==> src/rtl/fifo_rd_stream.sv <==
// Read-side consumer for fifo_sync: drains words into a 2-entry skid buffer
// and presents them as a valid/ready stream with a delivered-word counter.
//
// Ports:
//   clk, rst_n     clock, async active-low reset
//   en, flush      read enable; synchronous discard of buffered/in-flight words
//   fifo_empty     fifo_sync empty flag
//   fifo_data_out  fifo_sync registered read data
//   fifo_cs        fifo_sync chip select (same as fifo_rd_en)
//   fifo_rd_en     fifo_sync read request
//   m_valid        output word available
//   m_ready        sink ready
//   m_data         head-of-buffer word
//   rd_count       words delivered to the sink (wraps)
module fifo_rd_stream #(
  parameter int DATA_WIDTH = 32,
  parameter int CNT_WIDTH  = 16
) (
  input  logic                  clk,
  input  logic                  rst_n,
  input  logic                  en,
  input  logic                  flush,
  input  logic                  fifo_empty,
  input  logic [DATA_WIDTH-1:0] fifo_data_out,
  output logic                  fifo_cs,
  output logic                  fifo_rd_en,
  output logic                  m_valid,
  input  logic                  m_ready,
  output logic [DATA_WIDTH-1:0] m_data,
  output logic [CNT_WIDTH-1:0]  rd_count
);

  logic [1:0]            occ;
  logic                  pend;
  logic [DATA_WIDTH-1:0] head;
  logic [DATA_WIDTH-1:0] tail;
  logic [CNT_WIDTH-1:0]  cnt;

  logic                  pop;
  logic                  cap;
  logic [2:0]            load;
  logic [1:0]            slot;

  assign m_valid  = (occ != 2'd0);
  assign m_data   = head;
  assign rd_count = cnt;

  assign pop = m_valid & m_ready;
  assign cap = pend & ~flush;

  // Words that will still be held after this edge if nothing else arrives;
  // a new read is only safe when at most one slot is spoken for.
  assign load = {1'b0, occ} + {2'b0, pend} - {2'b0, pop};

  // Gated by rst_n so the request drops the instant reset asserts.
  assign fifo_rd_en = rst_n & en & ~flush & ~fifo_empty
                    & (load <= 3'd1);
  assign fifo_cs    = fifo_rd_en;

  // Tail position after the head (possibly) leaves this cycle.
  assign slot = occ - {1'b0, pop};

  always_ff @(posedge clk or negedge rst_n) begin
    if (!rst_n) begin
      occ  <= 2'd0;
      pend <= 1'b0;
      head <= '0;
      tail <= '0;
      cnt  <= '0;
    end else begin
      pend <= fifo_rd_en;
      if (pop)
        cnt <= cnt + {{(CNT_WIDTH-1){1'b0}}, 1'b1};
      if (flush) begin
        occ <= 2'd0;
      end else begin
        occ <= occ + {1'b0, cap} - {1'b0, pop};
        if (pop)
          head <= tail;
        // Later assignment wins: a capture into slot 0 overrides the shift.
        if (cap) begin
          if (slot == 2'd0)
            head <= fifo_data_out;
          else
            tail <= fifo_data_out;
        end
      end
    end
  end

endmodule

==> config.mk <==
export PLATFORM = sky130hd
export DESIGN_NAME = fifo_rd_stream
export DESIGN_NICKNAME = d
export VERILOG_FILES = /design/src/rtl/fifo_rd_stream.sv
export SDC_FILE = /design/constraint.sdc
export NUM_CORES = 1
export LEC_CHECK = 0
export ABC_AREA = 0
export CAP_MARGIN = 40
export CORE_MARGIN = 1.5
export CORE_UTILIZATION = 35
export DETAILED_ROUTE_END_ITERATION = 8
export GPL_ROUTABILITY_DRIVEN = 0
export GPL_TIMING_DRIVEN = 0
export SLEW_MARGIN = 25
export SYNTH_ARGS = -nofsm -noshare
export SYNTH_HDL_FRONTEND = slang
export SYNTH_SLANG_ARGS = --single-unit
export TNS_END_PERCENT = 50
==> constraint.sdc <==
create_clock -name clk -period 3.25 [get_ports clk]
set_input_delay 0.325 -clock clk [delete_from_list [all_inputs] [get_ports clk]]
set_output_delay 0.325 -clock clk [all_outputs]
set_load 0.02 [all_outputs]
### Yosys cells after proc, flatten, opt, wreduce, memory -nomap -nowiden

Index checks and enable logic that the tools add are counted.

* $add $sub $neg: 6
* $mul: 0
* div/mod/pow operators: 0
* order comparisons: 1
* equality and inequality tests: 0
* shifts and indexed selects: 0
* multiplexer cells: 4
* bitwise logic cells: 9
* reduce and logical (&&, ||, !) cells: 3

Operators with widths (number)
* 32-bit two-way mux: 3
* 16-bit by 1-bit adder with 16-bit output (second input constant): 1
* 1-bit AND: 6
* 2-bit by 1-bit subtractor with 2-bit output: 2
* 2-bit by 1-bit adder with 3-bit output: 1
* 3-bit by 1-bit <= comparator with 1-bit output (second input constant): 1
* 1-bit inverter: 3
* 3-bit AND reduction: 1
* 3-bit by 1-bit subtractor with 3-bit output: 1
* 2-bit by 1-bit adder with 2-bit output: 1
* 2-bit zero test: 1
* 2-bit two-way mux: 1
* 2-bit nonzero test: 1

* flip-flop bits (word level): 83
* bits in latches: 0
* bits in writable memories: 0
* ROM bits: 0
* output and inout port bits: 51
* memories kept: 0

### Logic depth before layout (Yosys ltp)

* word-level depth: 6
* depth in mapped cells: 9

### Worst setup path after synthesis

Ideal clock, no wire load.

* kind: register -> output
* start: reg occ[1]
* end: out fifo_rd_en
* arrival time: 2.574 ns
* data required time: 2.925 ns
* slack: 0.351 ns
* stages on the path, launching flop included: 10
* cell sequence: dfrtp_1 -> buf_2 -> o21ai_2 -> xnor2_1 -> ha_1 -> inv_1 -> fa_1 -> nand4b_1 -> nor3_1 -> buf_4

* longest elaborated chain between the ends: 5
* elaborated cells between the ends (all ways): 6

Ends and longest elaborated chain
* start, declared: RTL line 33 `logic [1:0] occ;`
* start signal, assigned: RTL line 77 `occ <= occ + {1'b0, cap} - {1'b0, pop};`
* parallel branches: the longest is 2 deep, another holds 2-bit by 1-bit adder with 3-bit output
* 3-bit by 1-bit subtractor with 3-bit output (*): RTL line 53 `assign load = {1'b0, occ} + {2'b0, pend} - {2'b0, pop};`
* 3-bit by 1-bit <= comparator with 1-bit output (*): RTL line 57 `& (load <= 3'd1);`
* 1-bit AND (*): RTL line 57
* end, declared: RTL line 26 `output logic fifo_rd_en,`

Mark *: on every way between the ends.

### Final worst setup path

Ends and elaborated chain as after synthesis.

==> run_summary.xml <==
<?xml version="1.0" encoding="UTF-8"?>
<metrics>
  <group name="status">
    <metric name="status" unit="">finished clean</metric>
  </group>
  <group name="finish">
    <metric name="antenna-diode-count" unit="">0</metric>
    <metric name="layout_common_cells" unit="">85 x sky130_fd_sc_hd__clkdlybuf4s50_1, 83 x sky130_fd_sc_hd__dfrtp_1, 33 x sky130_fd_sc_hd__o21a_1</metric>
    <metric name="area.growth.synth_to_final" unit="%">36.5</metric>
    <metric name="layout.cells.most_common" unit="">sky130_fd_sc_hd__clkdlybuf4s50_1</metric>
    <metric name="final_util" unit="">0.493</metric>
    <metric name="final_net_count" unit="">413</metric>
    <metric name="instances_no_fill" unit="">508</metric>
    <metric name="design_area" unit="mm²">0.00484</metric>
    <metric name="fraction_of_layout_instances_using_a_drive_strength_above_1" unit="">0.171</metric>
    <metric name="fillerInstances" unit="">958</metric>
  </group>
  <group name="detailed_routing">
    <metric name="ant_nets" unit="">0</metric>
    <metric name="post_drt_wl_per_cell" unit="µm">15.4</metric>
    <metric name="vias" unit="">2451</metric>
    <metric name="dr.first_iter.drc_count" unit="">37</metric>
    <metric name="route.detailed.vias_per_inst" unit="">4.82</metric>
    <metric name="dr.pass1.iters" unit="">4</metric>
    <metric name="drc" unit="">0</metric>
    <metric name="wl" unit="µm">7840</metric>
  </group>
  <group name="critical_path">
    <metric name="worst_ep_arrival_time" unit="ns">2.71</metric>
    <metric name="crit_chain" unit="">buf_2 &gt; o21ai_4 &gt; xnor2_1 &gt; ha_1 &gt; inv_1 &gt; fa_1 &gt; nand4b_1 &gt; nor3_2 &gt; buf_4 &gt; dlygate4sd2_1</metric>
    <metric name="cpPeakStageDelay" unit="ns">0.49</metric>
    <metric name="crit_buf_inv" unit="">4</metric>
    <metric name="cell_with_the_largest_stage_delay_on_the_worst_path" unit="">sky130_fd_sc_hd__fa_1</metric>
    <metric name="worstSetupEndpointType" unit="">primary output</metric>
    <metric name="worst-path-max-fanout" unit="">8</metric>
    <metric name="timing.critical_path.required" unit="ns">2.92</metric>
    <metric name="family_of_cells_with_the_greatest_summed_delay_on_the_critical_path" unit="">buffers and inverters</metric>
    <metric name="start_kind" unit="">flop</metric>
    <metric name="worst-setup-path-type" unit="">reg -&gt; out</metric>
  </group>
  <group name="synthesis">
    <metric name="postSynthCellCount" unit="">268</metric>
    <metric name="synth_top_family_by_area" unit="">compound AO/OA/AOI/OAI gates</metric>
    <metric name="synth_compound_gate_area_share" unit="">0.156</metric>
    <metric name="synth_simple_gate_area_frac" unit="">0.0596</metric>
    <metric name="synth_adder_area_share" unit="">0.0162</metric>
    <metric name="synth-seq-area-share" unit="">0.586</metric>
    <metric name="yosysWarnings" unit="">0</metric>
    <metric name="syn-cell-area" unit="mm²">0.00355</metric>
    <metric name="yosys.area.top_type_share" unit="">0.586</metric>
    <metric name="synthXorXnorAreaFrac" unit="">0.0494</metric>
    <metric name="synth.area.mux_share" unit="">0.102</metric>
    <metric name="synth_area_leader_cell" unit="">sky130_fd_sc_hd__dfrtp_1</metric>
    <metric name="syn-num-nets" unit="">310</metric>
    <metric name="yosys_register_bits" unit="">83</metric>
    <metric name="syn-mean-instance-area" unit="µm²">13.2</metric>
    <metric name="synthTopCellsByArea" unit="">sky130_fd_sc_hd__dfrtp_1 59%, sky130_fd_sc_hd__mux2_2 10%, sky130_fd_sc_hd__o22a_1 7.9%</metric>
    <metric name="yosys.cell_types.count" unit="">27</metric>
  </group>
  <group name="timing">
    <metric name="setup_repair_after_global_routing_missed_its_margin" unit="">false</metric>
    <metric name="whs" unit="ns">0.449</metric>
    <metric name="final-setup-viol-count" unit="">0</metric>
    <metric name="fin_worst_skew" unit="ns">0.00721</metric>
    <metric name="final.setup.tns" unit="ns">0</metric>
    <metric name="tightest_slew" unit="ns">0.520</metric>
    <metric name="post-route-period-util" unit="">0.933</metric>
    <metric name="layout_setup_ws" unit="ns">0.217</metric>
    <metric name="finalWorstPathRequiredPeriod" unit="ns">3.03</metric>
    <metric name="maxSlewHeadroom" unit="">0.654</metric>
    <metric name="number_of_hold_violations_in_the_final_report" unit="">0</metric>
    <metric name="timing_max_transition_violations_final" unit="">0</metric>
    <metric name="max_freq" unit="GHz">0.330</metric>
  </group>
  <group name="global_route">
    <metric name="antenna_violations_before_repair" unit="">0</metric>
    <metric name="overflow" unit="">0</metric>
    <metric name="grt_start_max_net_pins" unit="">46</metric>
    <metric name="first_global_vias" unit="">2604</metric>
    <metric name="grt_first_pass_wirelength" unit="µm">13000</metric>
    <metric name="combined_global_route_utilization_of_all_metal_layers" unit="">0.152</metric>
  </group>
  <group name="power">
    <metric name="p_leak" unit="nW">2.10</metric>
    <metric name="power.share.switching" unit="">0.320</metric>
    <metric name="clock_network_fraction_of_total_power" unit="">0.195</metric>
    <metric name="power.share.combinational" unit="">0.369</metric>
    <metric name="total_power" unit="mW">3.63</metric>
    <metric name="sw_pwr" unit="mW">1.16</metric>
    <metric name="ir_worst_vdd" unit="mV">0.337</metric>
    <metric name="seqPwrFrac" unit="">0.436</metric>
    <metric name="power_density" unit="mW/mm²">750</metric>
    <metric name="cellInternalPower" unit="mW">2.47</metric>
  </group>
  <group name="floorplan">
    <metric name="starting_density_of_the_core" unit="">0.361</metric>
    <metric name="io-pin-count" unit="">89</metric>
    <metric name="fp.coreArea" unit="mm²">0.00982</metric>
    <metric name="die_y" unit="µm">104</metric>
    <metric name="row_count" unit="">36</metric>
    <metric name="fp.dieW" unit="µm">104</metric>
    <metric name="dieArea" unit="mm²">0.0107</metric>
  </group>
  <group name="min_path">
    <metric name="hold_path.class" unit="">in -&gt; async</metric>
  </group>
  <group name="placement">
    <metric name="numPortBuffers" unit="">88</metric>
    <metric name="placed_inst_area" unit="mm²">0.00462</metric>
    <metric name="dp_hpwl" unit="µm">5380</metric>
    <metric name="place_ws" unit="ns">-0.141</metric>
    <metric name="placedCellCount" unit="">490</metric>
  </group>
  <group name="clocking">
    <metric name="tritoncts_num_sinks" unit="">83</metric>
    <metric name="library_cell_used_as_clock_root_buffer" unit="">sky130_fd_sc_hd__clkbuf_8</metric>
    <metric name="clkSlewWorstSetupHoldPaths" unit="ns">0.08</metric>
    <metric name="clock_tree.buffer_depth" unit="">2</metric>
    <metric name="cts_htree_levels" unit="">3</metric>
    <metric name="cts_made_buffers" unit="">9</metric>
    <metric name="clock_latency_of_the_later_clocked_register_in_the_worst_skew_pair" unit="ns">0.34</metric>
    <metric name="cts_tree" unit="">built</metric>
  </group>
  <group name="flow_run">
    <metric name="cap_viol_max_count" unit="">0</metric>
  </group>
</metrics>
-- synth_stat cells (all sizes together) --
cell,instances
o22a,32
mux2,32
or2,1
or3b,1
xor2,6
clkbuf,4
nand2,9
nor3,5
dfrtp,83
o21a,33
nand4,6
fa,1
o21ai,3
nand3,4
buf,11
ha,3
nor2b,2
inv,4
nor2,8
nand4b,1
and3,1
a21oi,1
and2b,3
xnor2,14
-- registers in the layout (all words and copies together) (netlist names) --
signal / count
m_data: 32
occ: 2
pend: 1
rd_count: 16
tail: 32
-- power groups by stage --
stage	Combinational [mW]	Clock [mW]	Sequential (mW)
global route	1.43	0.775	1.63
detailed placement	1.35	0	1.60
finish	1.34	0.708	1.58
floorplan	0.435	0	1.85
global placement	1.32	0	1.58
CTS	1.36	0.740	1.59
-- what timing repair did --
action / 4_1_cts / 5_1_grt
hold buffers: 1 / 0
resized for setup: 4 / 0
buffers inserted: 2 / 0
setup endpoints to repair: 2 / 0
hold endpoints to repair: 39 / 0
-- worst register-to-register path, delay by kind of cell, from the launching register on --
family	cells	cell delay (ns)
AO/OA/AOI/OAI	1	0.18
XOR/XNOR	1	0.13
adder cells (fa/ha/maj)	2	0.65
buffers and inverters	2	0.24
flip-flops	1	0.40
AND/OR/NAND/NOR	2	0.29
-- routing by layer --
layer / wire, µm / vias to the layer above / GRT usage / part of all wire
met5: 0 / - / 0 / 0
met2: 3760 / 54 / 0.248 / 0.48
li1: - / 1163 / - / -
met1: 3680 / 1223 / 0.201 / 0.47
met4: 145 / 0 / 0.0635 / 0.019
met3: 247 / 11 / 0.0264 / 0.032
-- final cells by class --
cell class	count	area, µm²	area share
Buffer	15	97.6	0.0202
Clock buffer	10	128	0.0264
Clock inverter	5	55.1	0.0114
Inverter	4	15.0	0.00310
Multi-Input combinational cell	166	1370	0.283
Sequential cell	83	2080	0.429
Tap cell	133	166	0.0344
Timing Repair Buffer	92	932	0.193
-- cells by family (layout without fill, tap and decap cells) --
logic type      count (synthesis)  after routing
mux                            32             32
xor+xnor                       20             20
buf+inv                        19            126
flops                          83             83
simple gates                   41             41
compound gates                 69             69
fa+ha+maj                       4              4
-- path summary, 6_finish.rpt --
kind / from / end / slack (ns) / cells after the start
hold / removal: rst_n / tail[5] / 0.45 / 2
setup reg to reg: occ[1] / pend / 1.25 / 8
setup / recovery: occ[1] / fifo_rd_en / 0.22 / 10
max in group asynchronous: rst_n / tail[11] / 2.25 / 3
hold reg to reg: rd_count[15] / rd_count[15] / 0.48 / 1
min in group clk: rd_count[15] / rd_count[15] / 0.48 / 1
No activity file was read; power rests on OpenSTA's default activity.
